[src/rtl/pong_pkg.sv]
// Shared definitions for the pong control front end: quadrature phase codes,
// button debounce states, decode helper and default timing constants that
// paddle_fsm also relies on.
package pong_pkg;

  // Gray-coded {A,B} phases in clockwise order: 00 -> 01 -> 11 -> 10 -> 00.
  localparam logic [1:0] QPHASE_00 = 2'b00;
  localparam logic [1:0] QPHASE_01 = 2'b01;
  localparam logic [1:0] QPHASE_11 = 2'b11;
  localparam logic [1:0] QPHASE_10 = 2'b10;

  // Default timing shared with paddle_fsm (75 MHz CLK).
  localparam int DEF_DEB_CYCLES  = 750000;  // 10 ms button debounce
  localparam int DEF_STEP_COUNT  = 4;       // quadrature transitions per detent
  localparam int DEF_FILT_LEN    = 4;
  localparam int DEF_SYNC_STAGES = 2;

  typedef enum logic [1:0] {
    IDLE       = 2'd0,
    PRESS_WAIT = 2'd1,
    HELD       = 2'd2,
    REL_WAIT   = 2'd3
  } btn_state_t;

  // Result of comparing the previous and current filtered phase.
  typedef enum logic [1:0] {
    DIR_NONE = 2'd0,
    DIR_FWD  = 2'd1,
    DIR_REV  = 2'd2,
    DIR_ILL  = 2'd3
  } qdir_t;

  // Classify one phase transition. Both bits changing together is illegal.
  function automatic qdir_t qdecode(input logic [1:0] prev, input logic [1:0] cur);
    qdir_t d;
    if (prev == cur) begin
      d = DIR_NONE;
    end else if ((prev ^ cur) == 2'b11) begin
      d = DIR_ILL;
    end else begin
      case (prev)
        QPHASE_00: d = (cur == QPHASE_01) ? DIR_FWD : DIR_REV;
        QPHASE_01: d = (cur == QPHASE_11) ? DIR_FWD : DIR_REV;
        QPHASE_11: d = (cur == QPHASE_10) ? DIR_FWD : DIR_REV;
        default:   d = (cur == QPHASE_00) ? DIR_FWD : DIR_REV;
      endcase
    end
    return d;
  endfunction

endpackage

[src/rtl/quad_channel.sv]
// One encoder channel: synchroniser, glitch filter, quadrature decode with a
// detent accumulator, sticky error flag and a push-button debounce FSM.
// The button FSM state is brought out on o_btn_state for observation.
module quad_channel
  import pong_pkg::*;
#(
  parameter int SYNC_STAGES = DEF_SYNC_STAGES,
  parameter int FILT_LEN    = DEF_FILT_LEN,
  parameter int STEP_COUNT  = DEF_STEP_COUNT,
  parameter int DEB_CYCLES  = DEF_DEB_CYCLES
) (
  input  logic       CLK,
  input  logic       RST,
  input  logic       i_enc_a,
  input  logic       i_enc_b,
  input  logic       i_btn,
  input  logic       i_err_clr,
  output logic       o_up,
  output logic       o_down,
  output logic       o_btn_press,
  output logic       o_btn_level,
  output logic       o_err,
  output btn_state_t o_btn_state
);

  localparam int FCW   = $clog2(FILT_LEN + 1);
  localparam int DCW   = $clog2(DEB_CYCLES + 1);
  localparam int ACC_W = $clog2(STEP_COUNT + 1) + 1;

  localparam logic [FCW-1:0]         FILT_LAST = FCW'(FILT_LEN - 1);
  localparam logic [DCW-1:0]         DEB_LAST  = DCW'(DEB_CYCLES - 1);
  localparam logic signed [ACC_W-1:0] ACC_TOP  = ACC_W'(STEP_COUNT - 1);
  localparam logic signed [ACC_W-1:0] ACC_BOT  = -ACC_TOP;
  localparam logic signed [ACC_W-1:0] ACC_ONE  = ACC_W'(1);

  // Bit layout used throughout: [2]=button, [1]=A, [0]=B, so [1:0] is the phase.
  logic [SYNC_STAGES-1:0][2:0] r_sync;
  logic [2:0]                  w_synced;
  logic [2:0]                  r_filt;
  logic [2:0][FCW-1:0]         r_fcnt;

  logic                        r_init;
  logic [1:0]                  r_prev;
  logic signed [ACC_W-1:0]     r_acc;
  logic                        r_up;
  logic                        r_down;
  logic                        r_err;
  qdir_t                       w_dir;

  btn_state_t                  r_state;
  btn_state_t                  w_state_nxt;
  logic [DCW-1:0]              r_cnt;
  logic [DCW-1:0]              w_cnt_nxt;
  logic                        w_press;

  assign w_synced = r_sync[SYNC_STAGES-1];
  assign w_dir    = qdecode(r_prev, r_filt[1:0]);

  // Shift the raw asynchronous inputs through the synchroniser chain.
  always_ff @(posedge CLK or posedge RST) begin
    if (RST) begin
      r_sync <= '0;
    end else begin
      r_sync[0] <= {i_btn, i_enc_a, i_enc_b};
      for (int i = 1; i < SYNC_STAGES; i++) r_sync[i] <= r_sync[i-1];
    end
  end

  // Per-bit filter: follow the synced bit only after FILT_LEN disagreeing cycles in a row.
  always_ff @(posedge CLK or posedge RST) begin
    if (RST) begin
      r_filt <= '0;
      r_fcnt <= '0;
    end else begin
      for (int i = 0; i < 3; i++) begin
        if (w_synced[i] == r_filt[i]) begin
          r_fcnt[i] <= '0;
        end else if (r_fcnt[i] == FILT_LAST) begin
          r_filt[i] <= w_synced[i];
          r_fcnt[i] <= '0;
        end else begin
          r_fcnt[i] <= r_fcnt[i] + FCW'(1);
        end
      end
    end
  end

  // Decode phase steps into the detent accumulator; emit UP/DOWN and track errors.
  always_ff @(posedge CLK or posedge RST) begin
    if (RST) begin
      r_init <= 1'b1;
      r_prev <= '0;
      r_acc  <= '0;
      r_up   <= 1'b0;
      r_down <= 1'b0;
      r_err  <= 1'b0;
    end else begin
      r_up   <= 1'b0;
      r_down <= 1'b0;
      r_prev <= r_filt[1:0];
      r_init <= 1'b0;
      if (!r_init) begin
        case (w_dir)
          DIR_FWD: begin
            if (r_acc == ACC_TOP) begin
              r_up  <= 1'b1;
              r_acc <= '0;
            end else begin
              r_acc <= r_acc + ACC_ONE;
            end
          end
          DIR_REV: begin
            if (r_acc == ACC_BOT) begin
              r_down <= 1'b1;
              r_acc  <= '0;
            end else begin
              r_acc <= r_acc - ACC_ONE;
            end
          end
          default: ;
        endcase
      end
      // A new error outranks a simultaneous clear.
      if (!r_init && (w_dir == DIR_ILL)) r_err <= 1'b1;
      else if (i_err_clr)                r_err <= 1'b0;
    end
  end

  // Button FSM state and debounce counter registers.
  always_ff @(posedge CLK or posedge RST) begin
    if (RST) begin
      r_state <= IDLE;
      r_cnt   <= '0;
    end else begin
      r_state <= w_state_nxt;
      r_cnt   <= w_cnt_nxt;
    end
  end

  // Button FSM next state; the press pulse fires on the PRESS_WAIT -> HELD move.
  always_comb begin
    w_state_nxt = r_state;
    w_cnt_nxt   = r_cnt;
    w_press     = 1'b0;
    case (r_state)
      IDLE: begin
        if (r_filt[2]) begin
          w_state_nxt = PRESS_WAIT;
          w_cnt_nxt   = '0;
        end
      end
      PRESS_WAIT: begin
        if (!r_filt[2]) begin
          w_state_nxt = IDLE;
        end else if (r_cnt == DEB_LAST) begin
          w_state_nxt = HELD;
          w_press     = 1'b1;
        end else begin
          w_cnt_nxt = r_cnt + DCW'(1);
        end
      end
      HELD: begin
        if (!r_filt[2]) begin
          w_state_nxt = REL_WAIT;
          w_cnt_nxt   = '0;
        end
      end
      REL_WAIT: begin
        if (r_filt[2]) begin
          w_state_nxt = HELD;
        end else if (r_cnt == DEB_LAST) begin
          w_state_nxt = IDLE;
        end else begin
          w_cnt_nxt = r_cnt + DCW'(1);
        end
      end
      default: w_state_nxt = IDLE;
    endcase
  end

  assign o_up        = r_up;
  assign o_down      = r_down;
  assign o_err       = r_err;
  assign o_btn_press = w_press;
  assign o_btn_level = (r_state == HELD) || (r_state == REL_WAIT);
  assign o_btn_state = r_state;

endmodule

[src/rtl/quad_encoder_bank.sv]
// Multi-channel rotary encoder front end for the pong controls. Each channel
// is an independent quad_channel; ERR_CLR is shared by all of them.
// DBG_BTN_STATE packs each channel's button FSM state, 2 bits per channel.
module quad_encoder_bank
  import pong_pkg::*;
#(
  parameter int N_CH        = 2,
  parameter int SYNC_STAGES = DEF_SYNC_STAGES,
  parameter int FILT_LEN    = DEF_FILT_LEN,
  parameter int STEP_COUNT  = DEF_STEP_COUNT,
  parameter int DEB_CYCLES  = DEF_DEB_CYCLES
) (
  input  logic              CLK,
  input  logic              RST,
  input  logic [N_CH-1:0]   ENC_A,
  input  logic [N_CH-1:0]   ENC_B,
  input  logic [N_CH-1:0]   BTN,
  input  logic              ERR_CLR,
  output logic [N_CH-1:0]   UP,
  output logic [N_CH-1:0]   DOWN,
  output logic [N_CH-1:0]   BTN_PRESS,
  output logic [N_CH-1:0]   BTN_LEVEL,
  output logic [N_CH-1:0]   ERR,
  output logic [2*N_CH-1:0] DBG_BTN_STATE
);

  for (genvar g = 0; g < N_CH; g++) begin : g_ch
    btn_state_t w_state;

    quad_channel #(
      .SYNC_STAGES (SYNC_STAGES),
      .FILT_LEN    (FILT_LEN),
      .STEP_COUNT  (STEP_COUNT),
      .DEB_CYCLES  (DEB_CYCLES)
    ) u_ch (
      .CLK         (CLK),
      .RST         (RST),
      .i_enc_a     (ENC_A[g]),
      .i_enc_b     (ENC_B[g]),
      .i_btn       (BTN[g]),
      .i_err_clr   (ERR_CLR),
      .o_up        (UP[g]),
      .o_down      (DOWN[g]),
      .o_btn_press (BTN_PRESS[g]),
      .o_btn_level (BTN_LEVEL[g]),
      .o_err       (ERR[g]),
      .o_btn_state (w_state)
    );

    assign DBG_BTN_STATE[2*g +: 2] = w_state;
  end

endmodule

[config.mk]
export PLATFORM = sky130hd
export DESIGN_NAME = quad_encoder_bank
export DESIGN_NICKNAME = d
export VERILOG_FILES = /design/src/rtl/pong_pkg.sv /design/src/rtl/quad_channel.sv /design/src/rtl/quad_encoder_bank.sv
export SDC_FILE = /design/constraint.sdc
export NUM_CORES = 1
export LEC_CHECK = 0
export ABC_AREA = 0
export BUFFER_PORTS_ARGS = -buffer_cell sky130_fd_sc_hd__buf_2
export CAP_MARGIN = 20
export CORE_MARGIN = 4
export CORE_UTILIZATION = 59
export CTS_CLUSTER_SIZE = 8
export DETAILED_ROUTE_END_ITERATION = 6
export PLACE_DENSITY = 0.77
export SKIP_LAST_GASP = 1
export SLEW_MARGIN = 10
export SYNTH_ARGS = -nofsm -noshare
export SYNTH_HDL_FRONTEND = slang
export SYNTH_HIERARCHICAL = 1
export SYNTH_SLANG_ARGS = --single-unit
[constraint.sdc]
create_clock -name CLK -period 5.9 [get_ports CLK]
set_input_delay 0.295 -clock CLK [delete_from_list [all_inputs] [get_ports CLK]]
set_output_delay 0.295 -clock CLK [all_outputs]
set_load 0.005 [all_outputs]
Word level (Yosys, flattened, before mapping)
Cells that the tools add are included.
W data, S select, Z words.

storage, ports and cells
  bits in writable memories = 0
  ROM bits = 0
  memories = 0
  bits in registers = 99
  input bits = 9
  latch bits = 0

cells by class
  $add $sub $neg = 12
  reduce and logical (&&, ||, !) cells = 27
  muxes and demuxes = 79
  div/mod/pow operators = 0
  equality and inequality tests = 56
  multipliers = 0
  shift operators = 0
  order comparisons = 0
  bitwise logic cells = 9

operators by type and width
  cell                     number
  $mux W20                 10
  $pmux W20 S4             2
  $mux W2                  24
  $add A20 B1 Y20 const B  2
  $eq A20 B20 Y1 const B   2
  $mux W3                  12
  $eq A2 B2 Y1 const B     16
  $mux W1                  21
  $add A3 B1 Y3 const B    6
  $eq A3 B2 Y1 const B     6
  $eq A2 B1 Y1 const B     8
  $eq A4 B3 Y1 const B     4
  $mux W4                  4
  $pmux W2 S4              2
  $pmux W4 S2              2
  $reduce_and A2 Y1        8
  $reduce_and A4 Y1        4
  $logic_not A2 Y1         6
  $pmux W2 S3              2
  $add A4 B2 Y4 const B    2
  $ne A2 B1 Y1 const B     4
  $ne A2 B2 Y1 const B     4
  $reduce_bool A2 Y1       4
  $sub A4 B2 Y4 const B    2
  9 further kinds          26

Depth between registers and ports, before layout
  word-level depth = 8
  mapped depth = 11
  mapped depth without buffers = 9

Hierarchy
Netlist, hierarchy kept.

modules (own cells, without submodules)
  module                        area an instance (µm²)  instances  cells an instance
  quad_channel at g_ch[0].u_ch  2558.7                  1          259
  quad_channel at g_ch[1].u_ch  2519.9                  1          258

Worst setup path after synthesis
Ideal clock, no wire load.

  path type = reg-to-reg
  start = reg g_ch[0].u_ch.r_filt[0]
  end = reg g_ch[0].u_ch.r_acc[3]
  required time = 5776 ps
  path buffers = 2
  stages on the path, launching flop included = 12
  arrival = 1909 ps
  clock period less this slack = 2033 ps
  setup slack = 3867 ps
  path through = dfrtp_1 > clkbuf_1 > nor2_1 > a21oi_1 > nor2_1 > a21o_1 > ha_1 > clkbuf_1 > nand4b_1 > nand2_1 > a21oi_1 > a211o_1

on the way
  word-level cells in the longest chain between the ends = 8
  elaborated cells between the ends (all ways) = 19
  those cells by class = eq/ne (7); mux (8); bitwise (1); reduce/logical (3)

ends and longest elaborated chain
  element                                              line                 source
  start, declared                                      quad_channel.sv:39   logic [2:0] r_filt;
  start signal, assigned by index                      quad_channel.sv:79   r_filt[i] <= w_synced[i];
  $eq A2 B2 Y1 (tied with other cells)                 pong_pkg.sv:44       QPHASE_11: d = (cur == QPHASE_10) ? DIR_FWD : DIR_REV;
  $mux W2, on equally long branches                    -
  $pmux W2 S3                                          pong_pkg.sv:41       case (prev)
  $mux W2                                              pong_pkg.sv:38       end else if ((prev ^ cur) == 2'b11) begin
  $mux W2 (*)                                          pong_pkg.sv:36       if (prev == cur) begin
  $eq A2 B1 Y1 / $eq A2 B2 Y1 (equally long branches)  quad_channel.sv:103  case (w_dir)
  $reduce_bool A2 Y1 (no source line)                  -
  $reduce_and A2 Y1 (no source line)                   -
  end signal, assigned                                 quad_channel.sv:109  r_acc <= r_acc + ACC_ONE;
  end signal, assigned                                 quad_channel.sv:117  r_acc <= r_acc - ACC_ONE;
  end, declared                                        quad_channel.sv:44   logic signed [ACC_W-1:0] r_acc;

Mark *: on every way between the ends. The rest lies on a longest branch, timed or not.
A chain may end at the register's enable or synchronous reset.

Final worst setup path
  start = reg g_ch[0].u_ch.r_cnt[0]
  end = out BTN_PRESS[0]

on the way
  word-level cells in the longest chain between the ends = 4

ends and longest elaborated chain
  element                 line                     source
  start, declared         quad_channel.sv:52       logic [DCW-1:0] r_cnt;
  start signal, assigned  quad_channel.sv:136      r_cnt <= w_cnt_nxt;
  $eq A20 B20 Y1          quad_channel.sv:155      end else if (r_cnt == DEB_LAST) begin
  $mux W1                 quad_channel.sv:155
  $mux W1                 quad_channel.sv:153      if (!r_filt[2]) begin
  $mux W1                 quad_channel.sv:145      case (r_state)
  end, declared           quad_encoder_bank.sv:21  output logic [N_CH-1:0] BTN_PRESS,

No other way between the ends.

==> out/qor.csv <==
stage,metric,value,unit
routing,drt_pass1_iterations,5,
routing,top_layer,met4,
synth,synthTopCellsByArea,"dfrtp_1 (48%), ha_1 (4.9%), nand2_1 (3.8%)",
finish,drive_gt1_share,10.87,%
placed_design,gp_congestion,0.8942,
global_routing,grt_first_pass_wirelength,15.95,mm
setup_path,crit_fanout,9,
floorplanning,io_pins,23,
clock_tree,cts_max_level,3,
finish,diodes,0,
timing,drv_slew,0,
min_path,hp-class,in2reg,
floorplanning,die_area,0.01016,mm²
routing,drt-met1-wl,4.264,mm
clock_tree,cts_buffer_depth,2,
floorplanning,rows,33,
timing,slew_headroom,41.77,%
synth,async_flop_share,100.0,%
clock_tree,postCtsHoldBufs,0,
floorplanning,start_util,61.19,%
synth,avgSynthCellArea,9.823,µm²
routing,wl_per_cell,14.34,µm
routing,num_vias,3884,
min_path,min_path_cells,1,
clock_tree,root_buffer,clkbuf_8,
clock_tree,cts-resized-gates,0,
clock_tree,cts_setup_buffers,0,
clock_tree,cts_buffers,9,
timing,skew,0.01236,ns
synth,synth-edff-count,0,
timing,hold_viol,0,
timing,fin_crit_sh,42.89,%
routing,drc,0,
clock_tree,cts_sinks,100,
global_routing,grt_max_degree,51,
routing,finalWirelength,9.295,mm
global_routing,grt_pass1_vias,3628,
routing,wl_met2,4.628,mm
routing,ant_nets,0,
clock_tree,cts_tree,yes,
timing,setup_viol_count_final,0,
routing,via_per_inst,5.994,
setup_path,reg2reg_depth,5,
synth,synth_top_cell_by_area,dfrtp_1,
floorplanning,die_h,100.8,µm
synth,synth_nets,546,
timing,fin_tns_setup,0,ns
power_and_ir_drop,ir_drop,239.2,µV
placed_design,dp_hpwl,6.209,mm
setup_path,worstSetupPathType,reg2out,
synth,yosys.area.top_type_share,48.29,%
global_routing,grt_overflow,0,
routing,wl_met3,297,µm
power_and_ir_drop,power_density,396.3,mW/mm²
synth,ys.flop_type,dfrtp_1,
synth,seq_area_frac_synth,49.32,%
synth,synth_area,0.005079,mm²
floorplanning,core,0.008299,mm²
job,drv_cap,0,
setup_path,worstSetupStartpointType,flip-flop,
setup_path,cp.required,5.61,ns
synth,synth_cell_types,53,
clock_tree,clk_pin_slew,0.10,ns
setup_path,cp-end-kind,output pin,
clock_tree,clk_latency,0.37,ns
floorplanning,die_w,100.8,µm
timing,rsz0062_at_grt,no,
power_and_ir_drop,p_leak,2.375,nW
timing,tightest_slew,0.8613,ns
routing,drt-initial-drc-count,145,
finish,area_growth,8.968,%
run_status,outcome,finished clean,
timing,post-route-min-period,2.531,ns
finish,nets,567,
global_routing,grt_antenna_before_repair,0,
synth,synth_warnings,6,
global_routing,grt_use_total,19.18,%
synth,synth_seq_cells,100,
power_and_ir_drop,power,2.193,mW
synth,netlist_instances,517,
finish,nFillCells,639,
setup_path,cp.arrival,2.24,ns
timing,clock.fmax,0.3952,GHz
placed_design,port-buffer-count,22,
## cell type report
cell class / instances / area, µm² / share of cell area (%)
clock inverter: 7 / 76.32 / 1.379
sequential: 100 / 2505 / 45.26
multi-input combinational: 373 / 2402 / 43.41
tap: 105 / 131.4 / 2.374
timing repair buffer: 30 / 205.2 / 3.708
clock buffer: 9 / 123.9 / 2.238
inverter: 24 / 90.09 / 1.628
## layout by cell type (no fill, tap or decap), types with 4 or more instances in the layout
cell type      instances
o31ai_1                9
xor2_1                 4
a21oi_1               26
a31oi_1                9
o211ai_1               5
or4_1                 15
nor3b_1               13
inv_1                 20
o21ai_0               33
mux2_2                 7
or3_1                  8
o22ai_1                7
dfrtp_1               98
xnor2_1                8
dlygate4sd3_1          4
mux2i_1               14
clkbuf_8               9
nor2_1                31
nor2b_1               14
nor3_1                19
nand2_1               52
buf_2                 22
inv_6                  4
nand2b_1               4
nand3_1               22
ha_1                  20
nand4_1                8
## state kept, by name, indices dropped and copies added (netlist names), named ones only
signal and cells:
g_ch.u_ch/r_prev 4, g_ch.u_ch/o_up 2, g_ch.u_ch/r_cnt 40, g_ch.u_ch/r_acc 8, g_ch.u_ch/w_synced 6, g_ch.u_ch/o_btn_state 2
g_ch.u_ch/r_fcnt 18, g_ch.u_ch/r_filt 6, g_ch.u_ch/o_err 2, g_ch.u_ch/r_init 2, g_ch.u_ch/r_sync 6, g_ch.u_ch/o_down 2
## synthesized netlist by cell type (all sizes together), types with 7 or more instances
| cell | count |
|---|---|
| o31ai | 9 |
| nand2 | 52 |
| mux2 | 8 |
| nand3 | 23 |
| nor2b | 14 |
| xnor2 | 8 |
| o21ai | 33 |
| nor2 | 31 |
| or3 | 8 |
| clkbuf | 15 |
| nand4 | 9 |
| o22ai | 7 |
| a21oi | 26 |
| ha | 20 |
| or4 | 15 |
| a31oi | 9 |
| nor3 | 19 |
| inv | 22 |
| mux2i | 14 |
| nor3b | 13 |
| dfrtp | 98 |
## metrics by stage
step / setup WS, ns / std cells / area [µm²] / util (%) / hold WS [ns]
after floorplan: 3.867 / 517 / 5079 / - / 0.3264
after global placement: 3.665 / 626 / 5254 / 63.30 / 0.3316
after detailed placement: 3.499 / 626 / 5254 / 63.30 / 0.3372
after CTS: 3.370 / 642 / 5454 / 65.72 / 0.0005021
after global routing: 3.185 / 648 / 5534 / 66.68 / 0.001330
final: 3.369 / 648 / 5534 / 66.68 / 0.02813
## report_power, final
| group | switching [mW] | total, mW | internal [mW] |
|---|---|---|---|
| Clock | 0.258 | 0.425 | 0.167 |
| Sequential | 0.183 | 1.00 | 0.819 |
| Combinational | 0.430 | 0.767 | 0.337 |
| Total | 0.871 | 2.19 | 1.32 |
## layer usage
layer	global-route usage, %	vias up
met3	4.983	11
met4	5.596	0
met1	24.17	1907
met5	0	-
li1	-	1909
met2	32.56	57
## final timing paths
| check | to | slack, ns | from |
|---|---|---|---|
| setup / recovery | BTN_PRESS[0] | 3.37 | g_ch[0].u_ch/r_cnt[0]$_DFFE_PP0P_ |
| hold / removal | g_ch[0].u_ch/r_sync[1]$_DFF_PP0_ | 0.03 | ENC_A[0] |
| setup reg to reg | flip-flop | 3.47 | g_ch[0].u_ch/r_cnt[0]$_DFFE_PP0P_ |
| hold reg to reg | g_ch[1].u_ch/w_synced[1]$_DFF_PP0_ | 0.36 | g_ch[1].u_ch/r_sync[1]$_DFF_PP0_ |
| max in group asynchronous | g_ch[1].u_ch/r_cnt[7]$_DFFE_PP0P_ | 4.91 | RST |
| min in group asynchronous | g_ch[0].u_ch/r_sync[1]$_DFF_PP0_ | 0.42 | RST |
## cell families (layout without fill, tap and decap cells)
group           count (synthesis)  after routing  synth area share, %
compound gates                105            105                12.56
xor+xnor                       12             12                2.069
fa+ha+maj                      20             20                4.927
buf+inv                        44             70                3.375
flops                         100            100                49.32
mux                            22             22                4.533
other cells                     2              2               0.1479
simple gates                  212            212                23.06
## critical path, stage by stage, from the launching register on
cell	delay, ns
dfrtp_1	0.44
ha_1	0.22
nand3_1	0.24
or4_1	0.65
nor4_1	0.18
buf_2	0.15
Note: power is estimated with default switching activity, not from simulation.
